### config.mk
export PLATFORM = sky130hd
export DESIGN_NAME = sprite_fetch_arbiter_flat
export DESIGN_NICKNAME = d
export VERILOG_FILES = /design/src/rtl/sprite_fetch_arbiter_if.sv /design/src/rtl/sprite_fetch_arbiter.sv /design/src/flat_wrapper.sv
export SDC_FILE = /design/constraint.sdc
export NUM_CORES = 1
export LEC_CHECK = 0
export CORE_MARGIN = 2
export CORE_UTILIZATION = 42
export DETAILED_ROUTE_END_ITERATION = 12
export PLACE_DENSITY_LB_ADDON = 0.3
export SLEW_MARGIN = 30
export SYNTH_ARGS = -nofsm -noshare
export SYNTH_HDL_FRONTEND = slang
export SYNTH_SLANG_ARGS = --single-unit
### constraint.sdc
create_clock -name clk -period 5.81 [get_ports clk]
set_input_delay 1.162 -clock clk [delete_from_list [all_inputs] [get_ports clk]]
set_output_delay 1.162 -clock clk [all_outputs]
set_load 0.05 [all_outputs]
### src/rtl/sprite_fetch_arbiter_if.sv
// Bus bundle between the pixel-fetch requesters, the sprite fetch arbiter and the sprite ROM.
interface sprite_fetch_arbiter_if #(
  parameter int NUM_CH = 6,
  parameter int ADDR_W = 16,
  parameter int DATA_W = 12
);
  logic [NUM_CH-1:0]        req;
  logic [NUM_CH*ADDR_W-1:0] addr;
  logic [NUM_CH-1:0]        gnt;
  logic                     flush;
  logic                     rom_en;
  logic [ADDR_W-1:0]        rom_addr;
  logic [DATA_W-1:0]        rom_data;
  logic [NUM_CH-1:0]        rvalid;
  logic [DATA_W-1:0]        rdata;
  logic                     rtransparent;
  logic                     busy;

  // Arbiter side of the bundle.
  modport slave (
    input  req, addr, flush, rom_data,
    output gnt, rom_en, rom_addr, rvalid, rdata, rtransparent, busy
  );

  // Requester and ROM side of the bundle.
  modport master (
    output req, addr, flush, rom_data,
    input  gnt, rom_en, rom_addr, rvalid, rdata, rtransparent, busy
  );
endinterface

### src/rtl/sprite_fetch_arbiter.sv
// Round-robin arbiter sharing one registered sprite ROM read port among NUM_CH pixel fetchers.
// A tag pipeline matched to the ROM latency routes each returned word back to its requester.
module sprite_fetch_arbiter #(
  parameter int                NUM_CH          = 6,
  parameter int                ADDR_W          = 16,
  parameter int                DATA_W          = 12,
  parameter int                ROM_LATENCY     = 1,
  parameter logic [DATA_W-1:0] TRANSPARENT_KEY = 'hF0F
) (
  input logic                   clk,
  input logic                   rst,
  sprite_fetch_arbiter_if.slave bus
);
  localparam int              CH_W    = (NUM_CH > 1) ? $clog2(NUM_CH) : 1;
  localparam int              STAGES  = ROM_LATENCY + 1;
  localparam logic [CH_W-1:0] LAST_CH = CH_W'(NUM_CH - 1);

  logic [CH_W-1:0]   ptr;
  logic              grant_any;
  logic [CH_W-1:0]   grant_ch;
  logic [NUM_CH-1:0] grant_vec;
  logic [ADDR_W-1:0] sel_addr;
  logic [STAGES-1:0] tag_valid;
  logic [CH_W-1:0]   tag_ch [STAGES];
  logic [NUM_CH-1:0] ret_onehot;

  logic              rom_en_q;
  logic [ADDR_W-1:0] rom_addr_q;
  logic [NUM_CH-1:0] rvalid_q;
  logic [DATA_W-1:0] rdata_q;
  logic              rtransparent_q;

  // Search for the first requester after the last winner; reset and flush block every grant.
  always_comb begin
    int cand;
    cand      = 0;
    grant_any = 1'b0;
    grant_ch  = ptr;
    grant_vec = '0;
    if (!rst && !bus.flush) begin
      for (int k = 1; k <= NUM_CH; k++) begin
        cand = (int'(ptr) + k) % NUM_CH;
        if (!grant_any && bus.req[CH_W'(cand)]) begin
          grant_any = 1'b1;
          grant_ch  = CH_W'(cand);
        end
      end
    end
    for (int i = 0; i < NUM_CH; i++) begin
      grant_vec[i] = grant_any && (grant_ch == CH_W'(i));
    end
  end

  // Pick the winning channel's address and decode the tag leaving the pipeline into a strobe.
  always_comb begin
    sel_addr   = '0;
    ret_onehot = '0;
    for (int i = 0; i < NUM_CH; i++) begin
      if (grant_vec[i]) begin
        sel_addr = bus.addr[ADDR_W*i +: ADDR_W];
      end
      ret_onehot[i] = (tag_ch[STAGES-1] == CH_W'(i));
    end
  end

  // Register the ROM request, shift the tags along with the ROM latency and capture returns.
  always_ff @(posedge clk) begin
    if (rst) begin
      ptr            <= LAST_CH;
      rom_en_q       <= 1'b0;
      rom_addr_q     <= '0;
      tag_valid      <= '0;
      for (int s = 0; s < STAGES; s++) begin
        tag_ch[s] <= '0;
      end
      rvalid_q       <= '0;
      rdata_q        <= '0;
      rtransparent_q <= 1'b0;
    end else begin
      rom_en_q <= grant_any;
      if (grant_any) begin
        rom_addr_q <= sel_addr;
        ptr        <= grant_ch;
      end
      tag_valid[0] <= grant_any;
      tag_ch[0]    <= grant_ch;
      for (int s = 1; s < STAGES; s++) begin
        tag_valid[s] <= tag_valid[s-1] && !bus.flush;
        tag_ch[s]    <= tag_ch[s-1];
      end
      if (tag_valid[STAGES-1] && !bus.flush) begin
        rvalid_q       <= ret_onehot;
        rdata_q        <= bus.rom_data;
        rtransparent_q <= (bus.rom_data == TRANSPARENT_KEY);
      end else begin
        rvalid_q       <= '0;
        rtransparent_q <= 1'b0;
      end
    end
  end

  assign bus.gnt          = grant_vec;
  assign bus.rom_en       = rom_en_q;
  assign bus.rom_addr     = rom_addr_q;
  assign bus.rvalid       = rvalid_q;
  assign bus.rdata        = rdata_q;
  assign bus.rtransparent = rtransparent_q;
  assign bus.busy         = |tag_valid;
endmodule

### src/flat_wrapper.sv
// flat-port wrapper written by rule: the top's interface ports become plain ports
module sprite_fetch_arbiter_flat 
#(
  parameter int                NUM_CH          = 6,
  parameter int                ADDR_W          = 16,
  parameter int                DATA_W          = 12,
  parameter int                ROM_LATENCY     = 1,
  parameter logic [DATA_W-1:0] TRANSPARENT_KEY = 'hF0F
)
  (clk, rst, bus_req, bus_addr, bus_flush, bus_rom_data, bus_gnt, bus_rom_en, bus_rom_addr, bus_rvalid, bus_rdata, bus_rtransparent, bus_busy);
  sprite_fetch_arbiter_if #(.NUM_CH(NUM_CH), .ADDR_W(ADDR_W), .DATA_W(DATA_W)) bus_i ();
  input logic clk;
  input logic rst;
  input wire logic [$bits(bus_i.req)-1:0] bus_req;
  input wire logic [$bits(bus_i.addr)-1:0] bus_addr;
  input wire logic [$bits(bus_i.flush)-1:0] bus_flush;
  input wire logic [$bits(bus_i.rom_data)-1:0] bus_rom_data;
  output wire logic [$bits(bus_i.gnt)-1:0] bus_gnt;
  output wire logic [$bits(bus_i.rom_en)-1:0] bus_rom_en;
  output wire logic [$bits(bus_i.rom_addr)-1:0] bus_rom_addr;
  output wire logic [$bits(bus_i.rvalid)-1:0] bus_rvalid;
  output wire logic [$bits(bus_i.rdata)-1:0] bus_rdata;
  output wire logic [$bits(bus_i.rtransparent)-1:0] bus_rtransparent;
  output wire logic [$bits(bus_i.busy)-1:0] bus_busy;
  assign bus_i.req = bus_req;
  assign bus_i.addr = bus_addr;
  assign bus_i.flush = bus_flush;
  assign bus_i.rom_data = bus_rom_data;
  assign bus_gnt = bus_i.gnt;
  assign bus_rom_en = bus_i.rom_en;
  assign bus_rom_addr = bus_i.rom_addr;
  assign bus_rvalid = bus_i.rvalid;
  assign bus_rdata = bus_i.rdata;
  assign bus_rtransparent = bus_i.rtransparent;
  assign bus_busy = bus_i.busy;
  sprite_fetch_arbiter #(.NUM_CH(NUM_CH), .ADDR_W(ADDR_W), .DATA_W(DATA_W), .ROM_LATENCY(ROM_LATENCY), .TRANSPARENT_KEY(TRANSPARENT_KEY)) u_core (.clk(clk), .rst(rst), .bus(bus_i));
endmodule
==> Word-level counts from Yosys, hierarchy flattened <==
Memories as Yosys holds them, arrays and structs flattened.
Index checks and enable logic that the tools add are counted.
{ "op_classes": {"div_mod_pow": 6, "n_addsub": 6, "mux": 48, "n_bitwise": 3, "eq_ne": 11, "reduce_logical": 25, "magnitude_cmp": 6} }
{ "ops": {"columns": ["cell", "count"], "rows": [
  ["$mod A32 B4 Y32 const B", 6],
  ["$mux W16", 6],
  ["$lt A3 B5 Y1 const B", 6],
  ["$mux W1", 27],
  ["$mux W3", 9],
  ["$bmux W1 S3", 6],
  ["$logic_and A1 B1 Y1", 14],
  ["$add A3 B3 Y4 const B", 3],
  ["$eq A12 B12 Y1 const B", 1],
  ["$eq A3 B2 Y1 const B", 4],
  ["$eq A3 B3 Y1 const B", 4],
  ["$add A3 B2 Y4 const B", 2],
  ["$logic_not A1 Y1", 7],
  ["$eq A3 B1 Y1 const B", 2],
  ["$logic_not A3 Y1", 2],
  ["$add A3 B1 Y4 const B", 1],
  ["$reduce_or A2 Y1", 2],
  ["$or A1 B1 Y1", 2],
  ["$not A1 Y1", 1]
]} }
{ "totals": {"elab_cells": 113, "mem_count": 1, "ram_bits": 6, "out_inout_bits": 43, "regBits": 41, "in_bits": 117} }
{ "mem_list": {"columns": ["memory", "depth", "word_bits", "read_ports", "rd_ports_with_merged_regs", "write_ports", "line_no", "source"], "rows": [
  ["u_core.tag_ch", 2, 3, 2, 0, 2, "sprite_fetch_arbiter.sv:24", "logic [CH_W-1:0] tag_ch [STAGES];"]
]} }

==> Logic depth before layout (Yosys ltp) <==
{ "logic_depth": {"depth_word": 35, "ltp_mapped": 20, "depth_no_buf": 17} }

==> Least setup slack after synthesis <==
No wires, ideal clock.
{ "synth_timing": {"path_type": "flip-flop to output port", "start": "reg u_core.ptr[0]", "end": "out bus_gnt[2]", "path_slack_ns": 0.503, "required_ns": 4.648, "path_stages_with_launch": 19, "path_buffers": 5, "t_arrival_ns": 4.145, "path_cell_list": "dfxtp_1 -> buf_6 -> buf_6 -> buf_4 -> inv_1 -> ha_1 -> xor2_1 -> inv_2 -> ha_1 -> nand3b_1 -> a221o_1 -> a21o_1 -> a31oi_1 -> a31oi_1 -> a21oi_1 -> nand2_1 -> buf_2 -> buf_2 -> nor2_1"} }
{ "synth_via": {"elab_chain_cells": 29, "word_cells_on_any_way": 61, "classes_between": "add/sub: 6; div: 6; eq/ne: 1; mux: 37; reduce/logical: 11"} }
{ "synth_lines": {"columns": ["element", "line_no", "source"], "rows": [
  ["start, declared", "sprite_fetch_arbiter.sv:18", "logic [CH_W-1:0] ptr;"],
  ["start signal, assigned", "sprite_fetch_arbiter.sv:83", "ptr <= grant_ch;"],
  ["$add A3 B1 Y4", "sprite_fetch_arbiter.sv:42", "cand = (int'(ptr) + k) % NUM_CH;"],
  ["$mod A32 B4 Y32", "sprite_fetch_arbiter.sv:42", null],
  ["$bmux W1 S3", "sprite_fetch_arbiter.sv:43", "if (!grant_any && bus.req[CH_W'(cand)]) begin"],
  ["$mux W1 (not written as such) (2 in series)", "sprite_fetch_arbiter.sv:43", null],
  ["$mux W1", "sprite_fetch_arbiter.sv:43", null],
  ["$mux W1", "sprite_fetch_arbiter.sv:40", "if (!rst && !bus.flush) begin"],
  ["$logic_not A1 Y1", "sprite_fetch_arbiter.sv:43", null],
  ["$logic_and A1 B1 Y1", "sprite_fetch_arbiter.sv:43", null],
  ["(+12 left out)", null, null],
  ["$mux W1", "sprite_fetch_arbiter.sv:43", null],
  ["$mux W1", "sprite_fetch_arbiter.sv:40", null],
  ["$logic_not A1 Y1", "sprite_fetch_arbiter.sv:43", null],
  ["$logic_and A1 B1 Y1", "sprite_fetch_arbiter.sv:43", null],
  ["$mux W3", "sprite_fetch_arbiter.sv:43", null],
  ["$mux W3", "sprite_fetch_arbiter.sv:40", null],
  ["$eq A3 B2 Y1", "sprite_fetch_arbiter.sv:50", "grant_vec[i] = grant_any && (grant_ch == CH_W'(i));"],
  ["$logic_and A1 B1 Y1 (*)", "sprite_fetch_arbiter.sv:50", null],
  ["end, declared", "flat_wrapper.sv:18", "output wire logic [$bits(bus_i.gnt)-1:0] bus_gnt;"]
]} }
Every way passes the cells marked *; elsewhere a longest branch is shown, timed or not. The select of a mux whose other input is x is not followed.

==> Worst setup path after layout <==
{ "layout_timing": {"start": "reg u_core.ptr[1]", "end": "out bus_gnt[5]"} }
{ "layout_via": {"elab_chain_cells": 29, "word_cells_on_any_way": 61, "classes_between": "add/sub: 6; div: 6; eq/ne: 1; mux: 37; reduce/logical: 11"} }
{ "layout_lines": {"columns": ["element", "line_no"], "rows": [
  ["$add A3 B1 Y4", "sprite_fetch_arbiter.sv:42"],
  ["$mod A32 B4 Y32", "sprite_fetch_arbiter.sv:42"],
  ["$bmux W1 S3", "sprite_fetch_arbiter.sv:43"],
  ["$mux W1 (not written as such) (2 in series)", "sprite_fetch_arbiter.sv:43"],
  ["$mux W1", "sprite_fetch_arbiter.sv:43"],
  ["$mux W1", "sprite_fetch_arbiter.sv:40"],
  ["$logic_not A1 Y1", "sprite_fetch_arbiter.sv:43"],
  ["$logic_and A1 B1 Y1", "sprite_fetch_arbiter.sv:43"],
  ["(+12 left out)", null],
  ["$mux W1", "sprite_fetch_arbiter.sv:43"],
  ["$mux W1", "sprite_fetch_arbiter.sv:40"],
  ["$logic_not A1 Y1", "sprite_fetch_arbiter.sv:43"],
  ["$logic_and A1 B1 Y1", "sprite_fetch_arbiter.sv:43"],
  ["$mux W3", "sprite_fetch_arbiter.sv:43"],
  ["$mux W3", "sprite_fetch_arbiter.sv:40"],
  ["$eq A3 B3 Y1", "sprite_fetch_arbiter.sv:50"],
  ["$logic_and A1 B1 Y1 (*)", "sprite_fetch_arbiter.sv:50"]
]} }
Marked as above.

==> impl_metrics.yaml <==
sta:
  setup_viol: 0
  finalSetupTns_ps: 0
  rsz0062_at_grt: "false"
  hold_viol: 0
  slew_headroom_pct: 49.7
  clock.fmax_ghz: 0.182
  worst_slack_ps: 323
  skew_ps: 11.1
  tightest_slew_ps: 753
  maxSlewViolCount: 0
  finalCritPeriodShare_pct: 94.4
  period_minus_slack_ps: 5490
cts:
  cts_resized: 0
  clockBufferDepth: 2
  clk_latency_ps: 310
  cts_setup_buffers: 0
  cts_tree: "done"
  cts_root_buffer: "clkbuf_8"
  cts_hold_buf: 0
  clock-sinks: 46
  clk_pin_slew_ps: 100
  cts-buffers-inserted: 5
  h-tree-depth: 2
critical_path:
  start_kind: "flip-flop"
  cpPeakStageDelay_ps: 530
  cpMaxStageDelayCell: "xnor2_4"
  critPathTopFamily: "simple AND/OR/NAND/NOR gates"
  path_max_fanout: 15
  crit_required_ps: 4650
  crit_start: "u_core.ptr[1]$_SDFFE_PP0P_"
  arrival_ps: 4330
  cp_cell_sequence: "inv_1 -> ha_1 -> a21oi_4 -> inv_1 -> ha_1 -> nand3b_1 -> o211ai_1 -> nand3_1 -> nand3_1 -> a31oi_2 -> xnor2_4 -> nand3_1 -> inv_1 -> buf_12"
  path_class: "reg -> out"
  worst_setup_path_end_kind: "primary output"
  reg2reg_from: "u_core.ptr[1]$_SDFFE_PP0P_"
  path_buf_inv: 4
hold_path:
  worstHoldStart: "u_core.tag_ch[0][0]$_SDFF_PP0_"
  hold_class: "reg -> reg"
synth:
  synthArstFlopShare_pct: 0
  synth_nets: 548
  syn_inst: 421
  ys_top_cells_by_count: "62 x nand2_1, 46 x dfxtp_1, 30 x a21oi_1"
  synth_top_area_share_pct: 26.8
  synthFlopType: "dfxtp_1"
  ys_types: 71
  yosys_warnings: 0
  synth_area_mm2: 0.00343
  synth.most_common_cell: "nand2_1"
  synth_edf_count: 0
  ys_ff_latch: 46
  synthTopCellsByArea: "dfxtp_1 27%, mux2i_1 7.0%, nand2_1 6.8%, a21oi_1 4.4%, ha_1 3.6%"
  yosys.area.top_type: "dfxtp_1"
  syn_area_per_cell_um2: 8.16
  seq_area_frac_synth_pct: 26.8
placed_design:
  dp.cells: 670
  dp_slack_ps: 576
  place.gp.congestion: 0.987
  port_buffers: 159
  dp_hpwl_mm: 9.78
routing:
  vias_per_cell: 5.72
  drc: 0
  antenna_left: 0
  dr.pass1.iters: 9
  drt_first_iter_violations: 218
  vias: 3881
  drt-total-wl_mm: 12.2
  wl_per_cell_um: 18.0
grt:
  track_usage_pct: 27.0
  antenna_found_initial: 0
  grt_pass1_wl_mm: 18.9
  grt_pass1_vias: 3826
  grt_overflow_total: 0
  grt_max_degree: 20
power:
  power.density_mw_per_mm2: 529
  ir_worst_vdd_v: 0.000275
  p_leak_nw: 2.08
layout:
  fill_cells: 646
  insertedDiodeCount: 0
  post_route_cells_drive_above_1_share_pct: 10.1
  instances_no_fill: 678
  nNetsFinal: 702
  area_delta_synth_final_pct: 54.0
floorplan:
  rows: 32
  io_pins: 160
  core_mm2: 0.00781
  fp.dieW_um: 94.4
  die_area_mm2: 0.00892
  start_util_pct: 44.0
  dieHeight_um: 94.4
run:
  cap_violations: 0
outcome:
  status: "completed"
[placed cells by master, fill, tap and decap left out, drive strengths merged, types with 3 or more instances in the layout]
master and instances:
dfxtp 46, a21oi 33, or4 3, nor3b 3, a221oi 4, a211oi 7
mux2i 25, and3 4, clkbuf 5, inv 12, o22a 9, nor4 5
ha 10, buf 19, nor4b 5, nand2b 8, nor3 12, mux2 5
clkdlybuf4s50 153, a222oi 9, nand3 16, nor2b 14, o21ai 21, a22oi 3
and2 3, a21o 3, o31ai 4, nor2 23, a31oi 3, a22o 4
xnor2 6, nand3b 3, nand2 62, o22ai 3
[power by group]
| group | switching [mW] | internal (mW) |
|---|---|---|
| sequential | 0.0531 | 0.390 |
| combinational | 1.26 | 0.885 |
| clock | 0.121 | 0.0863 |
[sequential cells by signal (all words and copies together) (netlist names)]
name	cells
u_core.bus.rtransparent	1
u_core.bus.rdata	12
u_core.ptr	3
u_core.tag_ch	6
u_core.bus.rvalid	6
u_core.tag_valid	2
u_core.bus.rom_addr	16
[cell families after synthesis]
group           count (synthesis)  synth area share [%]
simple gates                  168                  25.3
compound gates                122                  26.4
flops                          46                  26.8
buf+inv                        36                  5.39
mux                            32                  10.5
fa+ha+maj                      10                  3.64
xor+xnor                        7                  2.00
[routing by layer]
layer | track usage (%) | wire (um)
met1 | 31.5 | 4860
met2 | 49.5 | 6220
met3 | 5.83 | 882
met4 | 7.97 | 245
met5 | 0 | 0
[worst paths after layout]
check                                                      endpoint  slack [ps]  depth (start not counted)
worst max-delay path                                     bus_gnt[5]         320                         14
worst min-delay path                 u_core.tag_ch[0][3]$_SDFF_PP0_         450                          1
worst max register to register  u_core.bus.rom_addr[8]$_SDFFE_PP0P_        1310                         15
worst min register to register       u_core.tag_ch[0][3]$_SDFF_PP0_         450                          1
[layout make-up]
class                           count  area [um2]  share of cell area (%)
Multi-Input combinational cell    339        2350                    44.5
Timing Repair Buffer              172        1750                    33.1
Sequential cell                    46         921                    17.4
Tap cell                          102         128                    2.41
Clock buffer                        5        68.8                    1.30
Inverter                           11        43.8                   0.828
Clock inverter                      3        23.8                   0.449
[through the flow]
step                area, um2  utilization [%]  total power, mW  hold slack, ps
floorplan                3430                -             1.95             414
global placement         5180             66.4             2.54             426
detailed placement       5180             66.4             2.56             443
CTS                      5270             67.5             2.77             445
global route             5290             67.7             2.98             457
finish                   5290             67.7             2.80             447
[worst register-to-register path: stages, from the launching register on]
cell,delay (ps)
dfxtp_1,520
inv_1,140
ha_1,360
a21oi_4,220
inv_1,110
ha_1,290
nand3b_1,200
o211ai_1,440
nand3_1,240
nand3_1,250
a31oi_2,200
xnor2_4,530
buf_4,390
mux2i_1,300
o22a_1,180
nand2_1,40
Note: power is estimated with default switching activity, not from simulation.
==> variant 1: new RTL, config.mk and constraints unchanged <==
`ADDR_W` is set to 16 in 3 places; all go to 17.
--- a/src/rtl/sprite_fetch_arbiter_if.sv
+++ b/src/rtl/sprite_fetch_arbiter_if.sv
@@ -1,7 +1,7 @@
 // Bus bundle between the pixel-fetch requesters, the sprite fetch arbiter and the sprite ROM.
 interface sprite_fetch_arbiter_if #(
   parameter int NUM_CH = 6,
-  parameter int ADDR_W = 16,
+  parameter int ADDR_W = 17,
   parameter int DATA_W = 12
 );
   logic [NUM_CH-1:0]        req;
--- a/src/rtl/sprite_fetch_arbiter.sv
+++ b/src/rtl/sprite_fetch_arbiter.sv
@@ -2,7 +2,7 @@
 // A tag pipeline matched to the ROM latency routes each returned word back to its requester.
 module sprite_fetch_arbiter #(
   parameter int                NUM_CH          = 6,
-  parameter int                ADDR_W          = 16,
+  parameter int                ADDR_W          = 17,
   parameter int                DATA_W          = 12,
   parameter int                ROM_LATENCY     = 1,
   parameter logic [DATA_W-1:0] TRANSPARENT_KEY = 'hF0F
--- a/src/flat_wrapper.sv
+++ b/src/flat_wrapper.sv
@@ -2,7 +2,7 @@
 module sprite_fetch_arbiter_flat 
 #(
   parameter int                NUM_CH          = 6,
-  parameter int                ADDR_W          = 16,
+  parameter int                ADDR_W          = 17,
   parameter int                DATA_W          = 12,
   parameter int                ROM_LATENCY     = 1,
   parameter logic [DATA_W-1:0] TRANSPARENT_KEY = 'hF0F
Ports: changed (resized bus_addr and bus_rom_addr); port bits go from 160 to 167. The function was not compared with the original's and may differ.
==> variant 1 against the unedited design <==
Sequential cell count rose by 1; total power fell by 0.83%; final area rose by 6.9%; routed wire length rose by 2.8%; final cell count rose by 3.7%; largest cell class unchanged; worst setup slack got worse by 0.14 ns; count of clock-buffer cells in the layout rose by 1; area after synthesis rose by 7.9%.
==> variant 1: results (changes against the unedited design) <==
\begin{tabular}{lr}
\hline
Metric & Value \\
\hline
\multicolumn{2}{l}{\textbf{Routing}} \\
Number of search-and-repair iterations in the first detailed-routing pass & 5 (was 9) \\
Iteration-0 DRC count of the detailed router & 220 (was 218) \\
\multicolumn{2}{l}{\textbf{Synthesis}} \\
Cells after synthesis & 435 (was 421) \\
Unique cell type count in the Yosys netlist & 74 (was 71) \\
Share of the synthesized area in the top cell type & 25.4\% (was 26.8\%) \\
Number of nets in the synthesized netlist & 568 (was 548) \\
\multicolumn{2}{l}{\textbf{GRT}} \\
Pin count of the biggest net entering global routing & 42 (was 20) \\
Total routing resource utilization after global routing & 25.3\% (was 27.0\%) \\
Number of global-route vias before repair & 4253 (was 3826) \\
Wire length of the first global-routing pass & 20.2 mm (was 18.9 mm) \\
\multicolumn{2}{l}{\textbf{Critical path}} \\
Arrival @ worst endpoint & 4.47 ns (was 4.33 ns) \\
Number of cells on the worst reg-to-reg path & 14 (was 15) \\
Worst reg2reg path endpoint & u\_core.bus.rom\_addr[0] (was u\_core.bus.rom\_addr[8]) \\
\multicolumn{2}{l}{\textbf{Placed design}} \\
Pre-CTS WS & 0.475 ns (was 0.576 ns) \\
Placer's final routability congestion estimate & 1.08 (was 0.987) \\
Post-placement cell count & 694 (was 670) \\
HPWL after detailed placement & 9.88 mm (was 9.78 mm) \\
Count of port buffers added during placement & 166 (was 159) \\
\multicolumn{2}{l}{\textbf{Outcome}} \\
Status & finished, final reports clean (unchanged) \\
\multicolumn{2}{l}{\textbf{STA}} \\
Minimum hold slack & 0.455 ns (was 0.447 ns) \\
Post-Route Skew & 0.00588 ns (was 0.0111 ns) \\
\multicolumn{2}{l}{\textbf{Power}} \\
Leakage & 2.18 nW (was 2.08 nW) \\
Peak VDD IR & 0.000289 V (was 0.000275 V) \\
\multicolumn{2}{l}{\textbf{Layout}} \\
Share of layout cells above drive strength 1 & 11.4\% (was 10.1\%) \\
Final \#Nets & 727 (was 702) \\
\hline
\end{tabular}
[variant 1: cells by family after synthesis]
| group | synth area share, % |
|---|---|
| AO/OA/AOI/OAI | 30.3 |
| AND/OR/NAND/NOR | 23.2 |
| XOR/XNOR | 2.80 |
| multiplexers | 9.69 |
| adder cells (fa/ha/maj) | 3.37 |
| flip-flops | 25.4 |
| buffers and inverters | 5.27 |
[variant 1: worst max-delay path by stage]
stage	start	end	cells past startpoint
2_1_floorplan	u_core.ptr[0]	bus_gnt[5]	16
3_3_place_gp	bus_req[4]	bus_gnt[4]	13
3_5_place_dp	u_core.ptr[0]	bus_gnt[4]	17
4_1_cts	u_core.ptr[0]	bus_gnt[4]	17
5_1_grt	u_core.ptr[0]	bus_gnt[4]	18
6_report	u_core.ptr[1]	bus_gnt[4]	14
[variant 1: critical path, delay by kind of cell (launching register included)]
family,cells,cell delay [ns]
flops,1,0.49
simple gates,3,0.87
buf+inv,3,0.48
xor+xnor,1,0.24
fa+ha+maj,2,0.64
compound gates,5,1.44
[variant 1: power by group]
group	internal, mW	leakage [nW]	switching (mW)
clock	0.0974	0.0474	0.116
combinational	0.831	1.74	1.28
sequential	0.403	0.387	0.0537
[variant 1: final cells by class]
cell class                      instances  area (um2)
Clock buffer                            6        82.6
Timing Repair Buffer                  181        1850
Sequential cell                        47         941
Tap cell                              108         135
Clock inverter                          2        16.3
Multi-Input combinational cell        347        2590
Inverter                               12        45.0
Fill cell                             699        2980
[variant 1: layer usage]
layer	track usage [%]	share of wire (%)
met3	5.23	7.5
met2	47.8	52
met1	27.5	37
met5	0	0
met4	9.72	3.1
==> variant 2: new RTL, same flow settings <==
Without the edit above. Make the reset (`rst`) asynchronous in one clocked block.
--- a/src/rtl/sprite_fetch_arbiter.sv
+++ b/src/rtl/sprite_fetch_arbiter.sv
@@ -64,7 +64,7 @@
   end
 
   // Register the ROM request, shift the tags along with the ROM latency and capture returns.
-  always_ff @(posedge clk) begin
+  always_ff @(posedge clk or posedge rst) begin
     if (rst) begin
       ptr            <= LAST_CH;
       rom_en_q       <= 1'b0;
Function: differs if rst is asserted again (counterexample within 4 cycles, from zero or initial values and one cycle with rst high); with rst held inactive, the same outputs for 4 cycles.
==> variant 2 against the unedited design <==
Total power rose by 30%; final area grew 8.8%; global-route usage fell by 0.94 points; hold slack got worse by 0.095 ns; worst setup slack lost 0.12 ns; area after synthesis increased by 11%; non-clock buffer count rose by 3; final cell count is 0.44% higher; sequential cell count stayed put; via count rose by 6.0%; routed wire length is 6.7% higher; combinational power increased by 33%; critical endpoint unchanged; largest power group unchanged; highest routed layer unchanged.
==> variant 2: results (changes against the unedited design) <==
\begin{tabular}{lr}
\hline
Metric & Value \\
\hline
\multicolumn{2}{l}{\textbf{Power}} \\
Leakage & 2.35 nW (was 2.08 nW) \\
Power spent charging and discharging nets & 1.94 mW (was 1.44 mW) \\
\multicolumn{2}{l}{\textbf{Synthesis}} \\
Area contributors post-synth & dfrtp\_1 29\%, mux2i\_1 5.5\%, mux2\_2 4.7\% (was dfxtp\_1 27\%, mux2i\_1 7.0\%, nand2\_1 6.8\%) \\
Cells after synthesis & 414 (was 421) \\
Portion of the post-synthesis area used by sequential elements & 30.2\% (was 26.8\%) \\
Number of nets in the synthesized netlist & 541 (was 548) \\
\multicolumn{2}{l}{\textbf{Placed design}} \\
Post-placement cell count & 672 (was 670) \\
Pre-CTS WS & 0.347 ns (was 0.576 ns) \\
Placer's final routability congestion estimate & 1.03 (was 0.987) \\
HPWL after detailed placement & 10.3 mm (was 9.78 mm) \\
\multicolumn{2}{l}{\textbf{Worst hold path}} \\
Hold Path Sink & u\_core.tag\_ch[2] (was u\_core.tag\_ch[0][3]) \\
Hold-critical path depth & 0 (was 1) \\
\multicolumn{2}{l}{\textbf{STA}} \\
Worst slew margin relative to its limit & 47.2\% (was 49.7\%) \\
\multicolumn{2}{l}{\textbf{Layout}} \\
Clock network area share & 1.63\% (was 1.75\%) \\
Fraction of area in multi-input gates & 42.6\% (was 44.5\%) \\
Share of layout cells above drive strength 1 & 15.4\% (was 10.1\%) \\
Final Instance Count excl. Fillers & 681 (was 678) \\
FILL cells & 698 (was 646) \\
Non-CTS buffers & 175 (was 172) \\
\multicolumn{2}{l}{\textbf{Critical path}} \\
Worst reg-to-reg setup slack & 1.16 ns (was 1.31 ns) \\
Crit-path max FO & 18 (was 15) \\
Arrival @ worst endpoint & 4.45 ns (was 4.33 ns) \\
Largest stage delay, worst path & 0.74 ns (was 0.53 ns) \\
Worst reg2reg path endpoint & u\_core.bus.rom\_addr[1] (was u\_core.bus.rom\_addr[8]) \\
\multicolumn{2}{l}{\textbf{Routing}} \\
Total met3 wirelength after detailed routing & 866 um (was 882 um) \\
Via density per instance & 6.04 (was 5.72) \\
Total wire length & 13.0 mm (was 12.2 mm) \\
\multicolumn{2}{l}{\textbf{Outcome}} \\
Status & finished, final reports clean (unchanged) \\
\multicolumn{2}{l}{\textbf{GRT}} \\
Total routing resource utilization after global routing & 26.1\% (was 27.0\%) \\
\hline
\end{tabular}
[variant 2: kinds of logic (layout without fill, tap and decap cells)]
family,after synthesis,after routing,share of synthesized area (%)
AND/OR/NAND/NOR,112,112,16.7
AO/OA/AOI/OAI,141,141,29.7
buffers and inverters,62,221,7.72
adder cells (fa/ha/maj),10,10,3.27
multiplexers,40,40,11.5
XOR/XNOR,3,3,0.883
flip-flops,46,46,30.2
[variant 2: timing repair]
item                       CTS  global route
setup endpoints to repair    0             6
resized for setup            0            16
buffers inserted             0             1
[variant 2: how the worst max path moves through the flow]
stage | to | slack (ns) | cells past startpoint
2_1_floorplan | bus_gnt[1] | 0.16 | 16
3_3_place_gp | bus_gnt[5] | 0.48 | 11
3_5_place_dp | bus_gnt[3] | 0.35 | 12
4_1_cts | bus_gnt[1] | 0.12 | 14
5_1_grt | bus_gnt[5] | 0.00002 | 15
6_report | bus_gnt[5] | 0.20 | 15
